[src/rtl/pipeline_ctrl.sv]
// pipeline_ctrl
//   Hazard, stall, flush and forwarding control for a five-stage in-order pipeline.
//   A scoreboard tracks the destination register of each instruction downstream of
//   decode (entry0 = EX, entry1 = MEM, entry2 = WB for the default depth). Decode
//   sources are compared against it to pick forwarding sources or to stall. A small
//   FSM sequences load-use stalls, data-memory wait freezes and the memory timeout fault.
//
// Ports
//   clk, reset                    clock, synchronous active-low reset
//   id_valid                      decode holds a real instruction
//   id_rs1/id_rs2, id_use_rs1/2   decode source registers and whether each is read
//   id_rd, id_we, id_is_load      decode destination, write enable, load flag
//   branch_taken                  taken branch resolved in EX/MEM
//   mem_req, mem_ready            MEM stage data-memory handshake
//   stall_if, stall_id            hold PC / IF-ID register
//   bubble_ex                     insert NOP into ID-EX
//   flush_ifid/idex/exmem         squash pipeline registers
//   freeze                        hold every pipeline register
//   fwd_a_sel, fwd_b_sel          0 = register file, k = scoreboard entry k-1
//   mem_timeout                   sticky memory-wait fault (registered)
//
// Build option
//   PIPELINE_CTRL_FORWARDING_EN   defined: forward from the scoreboard, stall only on
//                                 load-use. Undefined: no forwarding, stall while any
//                                 scoreboard entry matches a decode source.
module pipeline_ctrl #(
  parameter int unsigned NUM_REGS    = 32,
  parameter int unsigned TRACK_DEPTH = 3,
  parameter int unsigned MEM_LAT_MAX = 4,
  localparam int unsigned REG_W      = $clog2(NUM_REGS),
  localparam int unsigned SEL_W      = $clog2(TRACK_DEPTH + 1),
  localparam int unsigned CNT_W      = $clog2(MEM_LAT_MAX + 1)
) (
  input  logic             clk,
  input  logic             reset,
  input  logic             id_valid,
  input  logic [REG_W-1:0] id_rs1,
  input  logic [REG_W-1:0] id_rs2,
  input  logic             id_use_rs1,
  input  logic             id_use_rs2,
  input  logic [REG_W-1:0] id_rd,
  input  logic             id_we,
  input  logic             id_is_load,
  input  logic             branch_taken,
  input  logic             mem_req,
  input  logic             mem_ready,
  output logic             stall_if,
  output logic             stall_id,
  output logic             bubble_ex,
  output logic             flush_ifid,
  output logic             flush_idex,
  output logic             flush_exmem,
  output logic             freeze,
  output logic [SEL_W-1:0] fwd_a_sel,
  output logic [SEL_W-1:0] fwd_b_sel,
  output logic             mem_timeout
);

  typedef struct packed {
    logic             valid;
    logic [REG_W-1:0] rd;
    logic             we;
    logic             is_load;
  } sb_entry_t;

  typedef enum logic [1:0] {
    StRun,
    StLoadStall,
    StMemWait,
    StFault
  } state_e;

  sb_entry_t        sb_q [TRACK_DEPTH];
  state_e           state_q, state_d;
  logic [CNT_W-1:0] cnt_q, cnt_d;
  logic             timeout_q, timeout_d;

  logic [TRACK_DEPTH-1:0] match_a, match_b;
  logic                   mem_wait, frz, flush, hazard, stall_haz, ls_enter;
  logic [SEL_W-1:0]       sel_a, sel_b;

  // Per-entry source match: a live writer of a non-zero register that decode reads.
  always_comb begin
    match_a = '0;
    match_b = '0;
    for (int i = 0; i < TRACK_DEPTH; i++) begin
      match_a[i] = id_valid & id_use_rs1 & sb_q[i].valid & sb_q[i].we &
                   (sb_q[i].rd != '0) & (sb_q[i].rd == id_rs1);
      match_b[i] = id_valid & id_use_rs2 & sb_q[i].valid & sb_q[i].we &
                   (sb_q[i].rd != '0) & (sb_q[i].rd == id_rs2);
    end
  end

  assign mem_wait = mem_req & ~mem_ready;
  assign frz      = (state_q == StFault) | mem_wait;
  assign flush    = branch_taken & ~frz;

`ifdef PIPELINE_CTRL_FORWARDING_EN
  logic load_use;

  // The load's data is not available until after MEM, so a load sitting in EX cannot
  // forward; the single LOAD_STALL cycle lets it move to entry1 first.
  assign load_use = (match_a[0] | match_b[0]) & sb_q[0].is_load & (state_q != StLoadStall);
  assign hazard   = load_use;
  assign ls_enter = load_use & ~frz & ~flush;

  // Walk oldest to youngest so the youngest eligible match wins.
  always_comb begin
    sel_a = '0;
    sel_b = '0;
    for (int i = TRACK_DEPTH - 1; i >= 0; i--) begin
      if (!(i == 0 && sb_q[0].is_load)) begin
        if (match_a[i]) sel_a = SEL_W'(i + 1);
        if (match_b[i]) sel_b = SEL_W'(i + 1);
      end
    end
  end
`else
  logic [TRACK_DEPTH-1:0] unused_is_load;

  assign hazard   = |(match_a | match_b);
  assign ls_enter = 1'b0;
  assign sel_a    = '0;
  assign sel_b    = '0;

  always_comb begin
    unused_is_load = '0;
    for (int i = 0; i < TRACK_DEPTH; i++) begin
      unused_is_load[i] = sb_q[i].is_load;
    end
  end
`endif

  // Freeze overrides everything; a taken branch squashes the stalled instruction anyway.
  assign stall_haz = hazard & ~frz & ~flush;

  // Scoreboard shift register, held while frozen.
  always_ff @(posedge clk) begin
    if (!reset) begin
      for (int i = 0; i < TRACK_DEPTH; i++) begin
        sb_q[i] <= '0;
      end
    end else if (!frz) begin
      for (int i = TRACK_DEPTH - 1; i > 0; i--) begin
        sb_q[i] <= sb_q[i-1];
      end
      sb_q[0].valid   <= id_valid & ~stall_haz & ~flush;
      sb_q[0].rd      <= id_rd;
      sb_q[0].we      <= id_we;
      sb_q[0].is_load <= id_is_load;
    end
  end

  always_comb begin
    state_d   = state_q;
    cnt_d     = cnt_q;
    timeout_d = timeout_q;
    unique case (state_q)
      StRun, StLoadStall: begin
        if (mem_wait) begin
          state_d = StMemWait;
          cnt_d   = '0;
        end else if (ls_enter) begin
          state_d = StLoadStall;
        end else begin
          state_d = StRun;
        end
      end
      StMemWait: begin
        if (mem_wait) begin
          if (cnt_q != CNT_W'(MEM_LAT_MAX)) cnt_d = cnt_q + 1'b1;
          if (cnt_d == CNT_W'(MEM_LAT_MAX)) begin
            state_d   = StFault;
            timeout_d = 1'b1;
          end
        end else begin
          state_d = StRun;
        end
      end
      StFault: begin
        state_d = StFault;
      end
      default: begin
        state_d = StRun;
      end
    endcase
  end

  always_ff @(posedge clk) begin
    if (!reset) begin
      state_q   <= StRun;
      cnt_q     <= '0;
      timeout_q <= 1'b0;
    end else begin
      state_q   <= state_d;
      cnt_q     <= cnt_d;
      timeout_q <= timeout_d;
    end
  end

  // Every output is forced low while reset is held, whatever the FSM state.
  assign stall_if    = reset & (frz | stall_haz);
  assign stall_id    = reset & (frz | stall_haz);
  assign bubble_ex   = reset & stall_haz;
  assign flush_ifid  = reset & flush;
  assign flush_idex  = reset & flush;
  assign flush_exmem = reset & flush;
  assign freeze      = reset & frz;
  assign fwd_a_sel   = reset ? sel_a : '0;
  assign fwd_b_sel   = reset ? sel_b : '0;
  assign mem_timeout = reset & timeout_q;

endmodule

[config.mk]
export PLATFORM = sky130hd
export DESIGN_NAME = pipeline_ctrl
export DESIGN_NICKNAME = d
export VERILOG_FILES = /design/src/rtl/pipeline_ctrl.sv
export SDC_FILE = /design/constraint.sdc
export NUM_CORES = 1
export LEC_CHECK = 0
export CAP_MARGIN = 30
export CORE_UTILIZATION = 53
export CTS_BUF_LIST = sky130_fd_sc_hd__clkbuf_4
export CTS_CLUSTER_DIAMETER = 30
export DETAILED_ROUTE_END_ITERATION = 7
export PLACE_DENSITY = 0.84
export SETUP_SLACK_MARGIN = 0.3
export SLEW_MARGIN = 20
export SYNTH_ARGS = -nofsm -noshare
export SYNTH_HDL_FRONTEND = slang
export SYNTH_SLANG_ARGS = --single-unit
[constraint.sdc]
create_clock -name clk -period 3.6 [get_ports clk]
set_clock_uncertainty 0.15 [all_clocks]
set_input_delay 0.72 -clock clk [delete_from_list [all_inputs] [get_ports clk]]
set_output_delay 0.72 -clock clk [all_outputs]
set_load 0.05 [all_outputs]
Word-level counts from Yosys, hierarchy flattened
Memories as Yosys holds them, arrays and structs flattened.
Index checks and enable logic that the tools add are counted.

storage, ports and cells
  flip-flop bits (word level) = 6
  bits in writable memories = 24
  bits of input ports = 25
  output and inout bits = 12
  logic and storage cells = 98
  memories = 1

operators by class
  $add $sub $neg = 1
  equal/unequal tests = 14
  mux-type cells = 20
  bitwise gates (word level) = 50
  reductions and logical operators = 9

memory list
  name  depth  bits a word  read ports  clocked after memory_dff  write ports  RTL line  text
  sb_q  3      8            3           0                         3            73        sb_entry_t sb_q [TRACK_DEPTH];

operator list
  operator                                             count
  AND 1 bit                                            37
  equality test 5 bit                                  6
  2-to-1 mux 8 bit                                     2
  2-to-1 mux 3 bit                                     5
  nonzero test 5 bit                                   3
  bitwise OR 1 bit                                     8
  2-to-1 mux 1 bit                                     7
  2-to-1 mux 2 bit                                     3
  != test 3 bit, second input constant                 2
  one-hot mux 2 bit (3 select lines)                   1
  one-hot mux 3 bit (2 select lines)                   1
  AND reduction 3 bit                                  2
  2-to-1 mux 5 bit                                     1
  equality test 2 bit, second input constant           2
  != test 2 bit, second input constant                 2
  inverter 1 bit                                       4
  adder 3 x 1 -> 3 bit, second input constant          1
  equality test 3 bit, second input constant           1
  bitwise OR 3 bit                                     1
  OR reduction 3 bit                                   1
  equality test 2 x 1 -> 1 bit, second input constant  1
  logical NOT 2 bit                                    1
  nonzero test 2 bit                                   1
  OR reduction 2 bit                                   1

Logic depth before layout (Yosys ltp)
  word-level depth = 13
  gate-level depth with buffers = 7
  gate-level depth less buffers = 7

Worst setup path after synthesis
No wires, ideal clock.

  path kind = input port to output port
  start point = in mem_ready
  end point = out stall_if
  arrival time = 2.555 ns
  slack = 0.175 ns
  cell stages on the path = 5
  buffers on the path = 1
  cell sequence = nand2b_1 -> nand2_1 -> nand2_1 -> nand4_1 -> buf_4

between the ends
  word-level cells in the longest chain between the ends = 9

ends and longest elaborated chain
  element             RTL line  text
  start, declared     46        input logic mem_ready,
  inverter 1 bit *    94        assign mem_wait = mem_req & ~mem_ready;
  AND 1 bit *         94
  bitwise OR 1 bit *  95        assign frz = (state_q == StFault) | mem_wait;
  inverter 1 bit      96, 135
  AND 1 bit           96        assign flush = branch_taken & ~frz;
  inverter 1 bit      135       assign stall_haz = hazard & ~frz & ~flush;
  AND 1 bit           135
  bitwise OR 1 bit *  -
  AND 1 bit *         -
  end, declared       47        output logic stall_if,

Every way passes the cells marked *; elsewhere a longest branch is shown, timed or not.

==> results.py <==
metrics = {
    "critical_path": {
        "critical-path-top-delay-family": "simple AND/OR/NAND/NOR gates",
        "r2r-start": "sb_q[0][6]",
        "reg2reg_slack_ps": 1410,
        "worstSetupStartpoint": "sb_q[0][6]",
        "critical_path_arrival_ps": 2370,
        "critPathKind": "reg -> out",
        "cp-end-kind": "output pin",
        "worst-path-stages": 7,
        "critical_path.max_fanout": 4,
        "worst_path_largest_cell_delay_ps": 510,
        "worst_setup_path_start_kind": "flip-flop",
        "regToRegEndpoint": "sb_q[0][7]",
        "cell_depth_of_the_worst_flop_to_flop_path": 8,
        "worst_ep_required_time_ps": 2730,
        "critPathSlowestCell": "edfxtp_1",
        "path_cells": "buf_4 > xor2_1 > nor4_2 > a32oi_1 > or4_1 > nand4_1 > buf_12",
        "path_buf_inv": 2,
        "endpoint": "stall_if",
    },
    "drt": {
        "detailedRoute.firstIterationViolations": 52,
        "postRouteWirelength_um": 3504,
        "drcViolationCount": 4,
        "routedWlPerCell_um": 15.50,
        "vias_per_cell": 5.522,
        "detail-route-antenna-nets": 0,
        "first_pass_iters": 6,
        "dr_total_vias": 1248,
    },
    "global_route": {
        "global_route.overflow_total": 0,
        "antenna_found_initial": 0,
        "global_route_wire_length_before_repair_um": 5644,
        "grt_use_total_pct": 22.61,
        "first_global_vias": 1268,
        "grt_start_max_net_pins": 21,
    },
    "min_path": {
        "whs_path_depth": 1,
        "hold_class": "reg -> reg",
        "min-delay-start": "state_q[1]",
    },
    "timing": {
        "fmax_mhz": 308.5,
        "final.setup.worst_slack_ps": 358.1,
        "finalSetupViolations": 0,
        "finalMaxSlewViolations": 0,
        "worstMarginPinSlew_ps": 675.8,
        "rsz0062_at_grt": "yes",
        "final_min_period_over_clock_period_pct": 90.05,
        "minimum_period_implied_by_the_final_worst_setup_slack_ps": 3242,
        "maxSlewHeadroom_pct": 54.85,
        "sum_neg_setup_slack_ps": 0,
        "timing_hold_violations_final": 0,
    },
    "die": {
        "die_height_um": 57.38,
        "io_pins": 37,
        "std_cell_rows": 19,
        "initial_utilization_pct": 57.45,
        "fp.dieArea_um2": 3292,
        "placeableCoreArea_um2": 2829,
        "die_w_um": 57.38,
    },
    "synth": {
        "synth_edf_count": 21,
        "post-synth-top-count-cell": "and2_1",
        "post_synth.cell_area_avg_um2": 10.62,
        "ys_types": 39,
        "synth_ff_type": "edfxtp_1",
        "synthesis.yosys.warnings": 0,
        "yosysTopAreaCellShare_pct": 38.80,
        "seq_area_frac_synth_pct": 46.19,
        "synth_commonest_cells": "and2_1 (22), edfxtp_1 (21), xnor2_1 (17)",
        "netlist_top_cells_area": "edfxtp_1 (39%), xnor2_1 (9.2%), and2_1 (8.5%), dfxtp_1 (7.4%), xor2_1 (7.0%)",
        "synth_largest_area_cell": "edfxtp_1",
        "syn_std_cell_area_um2": 1625,
        "synth_async_sr_flop_share_pct": 0,
        "postSynthCellCount": 153,
        "ys_ff_latch": 27,
    },
    "layout": {
        "final_area_um2": 2105,
        "n_fill_cell": 195,
        "layout.nets": 223,
        "drive_gt1_share_pct": 18.46,
        "final-seq-area_um2": 750.7,
        "antennaDiodeCount": 0,
        "multi_input_gate_area_um2": 828.3,
        "area_growth_pct": 29.48,
    },
    "clocking": {
        "cts_sinks": 27,
        "worst_setup_hold_path_clk_slew_ps": 140,
        "cts.path.max_buffers": 2,
        "clock_latency_ps": 310,
        "tritoncts": "built",
        "numCtsBuffers": 3,
        "clockRootBuffer": "clkbuf_4",
        "cts_max_level": 1,
    },
    "placement": {
        "post_dp_cell_area_um2": 2063,
        "finalWeightedCongestion": 0.8165,
        "placement.io_buffers": 31,
        "place_hpwl_um": 2670,
        "dp_slack_ps": 6.534,
    },
    "power": {
        "sequentialPowerShare_pct": 58.1,
        "switching_share_pct": 27.18,
        "p_clk_share_pct": 20.0,
        "p_switching_mw": 0.1739,
        "power.static_leakage_nw": 0.8855,
        "power_per_cell_area_nw_per_um2": 303.9,
        "power.ir.vdd_worst_mv": 0.2620,
        "cell_internal_pwr_mw": 0.4658,
        "power.combinational.fraction_pct": 21.9,
        "power_mw": 0.6396,
    },
    "flow_run": {
        "cap_violations": 0,
    },
    "outcome": {
        "failed_checks": "design-rule violations",
        "run_status": "complete, but fails checks",
    },
}
repair_timing:
item,in CTS,in global routing
setup buffers,2,2
resized for setup,25,7
endpoints found under the setup margin,3,3
pin swaps,4,5
hold buffers,0,0
metrics by stage:
step                hold WS (ps)  cells  util, %
global route               357.0    226    74.39
detailed placement         306.2    218    72.93
finish                     323.9    226    74.39
CTS                        323.4    224    73.86
global placement           293.2    218    72.93
floorplan                  282.5    156        -
per-layer routing:
metal	part of all wire (%)	wire length, um	track usage, %	up-vias
li1	-	-	-	616
met1	43	1507	27.62	580
met2	51	1775	41.36	44
met3	3.9	138	1.361	8
met4	2.3	82	9.059	0
met5	0	0	0	-
cells by family after synthesis:
| group | Yosys count | synth area share (%) |
|---|---|---|
| adders and majority gates | 2 | 1.539 |
| buffers and inverters | 13 | 4.619 |
| muxes | 1 | 0.6928 |
| other | 1 | 0.2307 |
| xor gates and xnor gates | 30 | 16.17 |
| AOI/OAI and AO/OA | 18 | 7.622 |
| DFF | 27 | 46.19 |
| and+or+nand+nor | 61 | 22.94 |
worst register-to-register path, cell delays in order (launching register included):
cell and delay, ps:
edfxtp_1 510, buf_4 190, xor2_1 160, nor4_2 190, a32oi_1 120, buf_4 160
buf_4 120, a2bb2oi_1 140, and4_1 220
power groups by stage:
stage / Clock (mW) / Combinational (mW) / Sequential (mW)
4_1_cts: 0.129 / 0.138 / 0.371
3_3_place_gp: 0 / 0.133 / 0.378
6_report: 0.128 / 0.140 / 0.372
2_1_floorplan: 0 / 0.0815 / 0.372
5_1_grt: 0.139 / 0.150 / 0.373
3_5_place_dp: 0 / 0.139 / 0.379
state kept, by name, summed over array words and instances, names as in the netlist:
register   flops
sb_q          21
timeout_q      1
cnt_q          3
state_q        2
how the worst min path moves through the flow:
stage	end	slack [ps]
CTS	state_q[0]	320
detailed placement	state_q[0]	310
global route	state_q[0]	360
finish	state_q[0]	320
global placement	timeout_q	290
floorplan	timeout_q	280
area by class of cell:
| type | instances | share of cell area, % |
|---|---|---|
| Inverter | 4 | 0.7134 |
| Clock buffer | 3 | 1.070 |
| Multi-Input combinational cell | 116 | 39.36 |
| Clock inverter | 1 | 0.2378 |
| Sequential cell | 27 | 35.67 |
| Tap cell | 31 | 1.843 |
| Timing Repair Buffer | 44 | 21.11 |
layout by cell type (no fill, tap or decap), types with 4 or more instances in the layout:
| cell type | instances |
|---|---|
| conb_1 | 4 |
| nand3_1 | 4 |
| dlygate4sd2_1 | 5 |
| buf_4 | 13 |
| nand2_1 | 6 |
| a21oi_1 | 4 |
| xnor2_1 | 17 |
| buf_12 | 7 |
| clkdlybuf4s50_1 | 11 |
| inv_1 | 4 |
| dfxtp_1 | 6 |
| and2_1 | 22 |
| nand4_1 | 4 |
| edfxtp_1 | 21 |
| xor2_1 | 13 |
No activity file was read; power rests on OpenSTA's default activity.
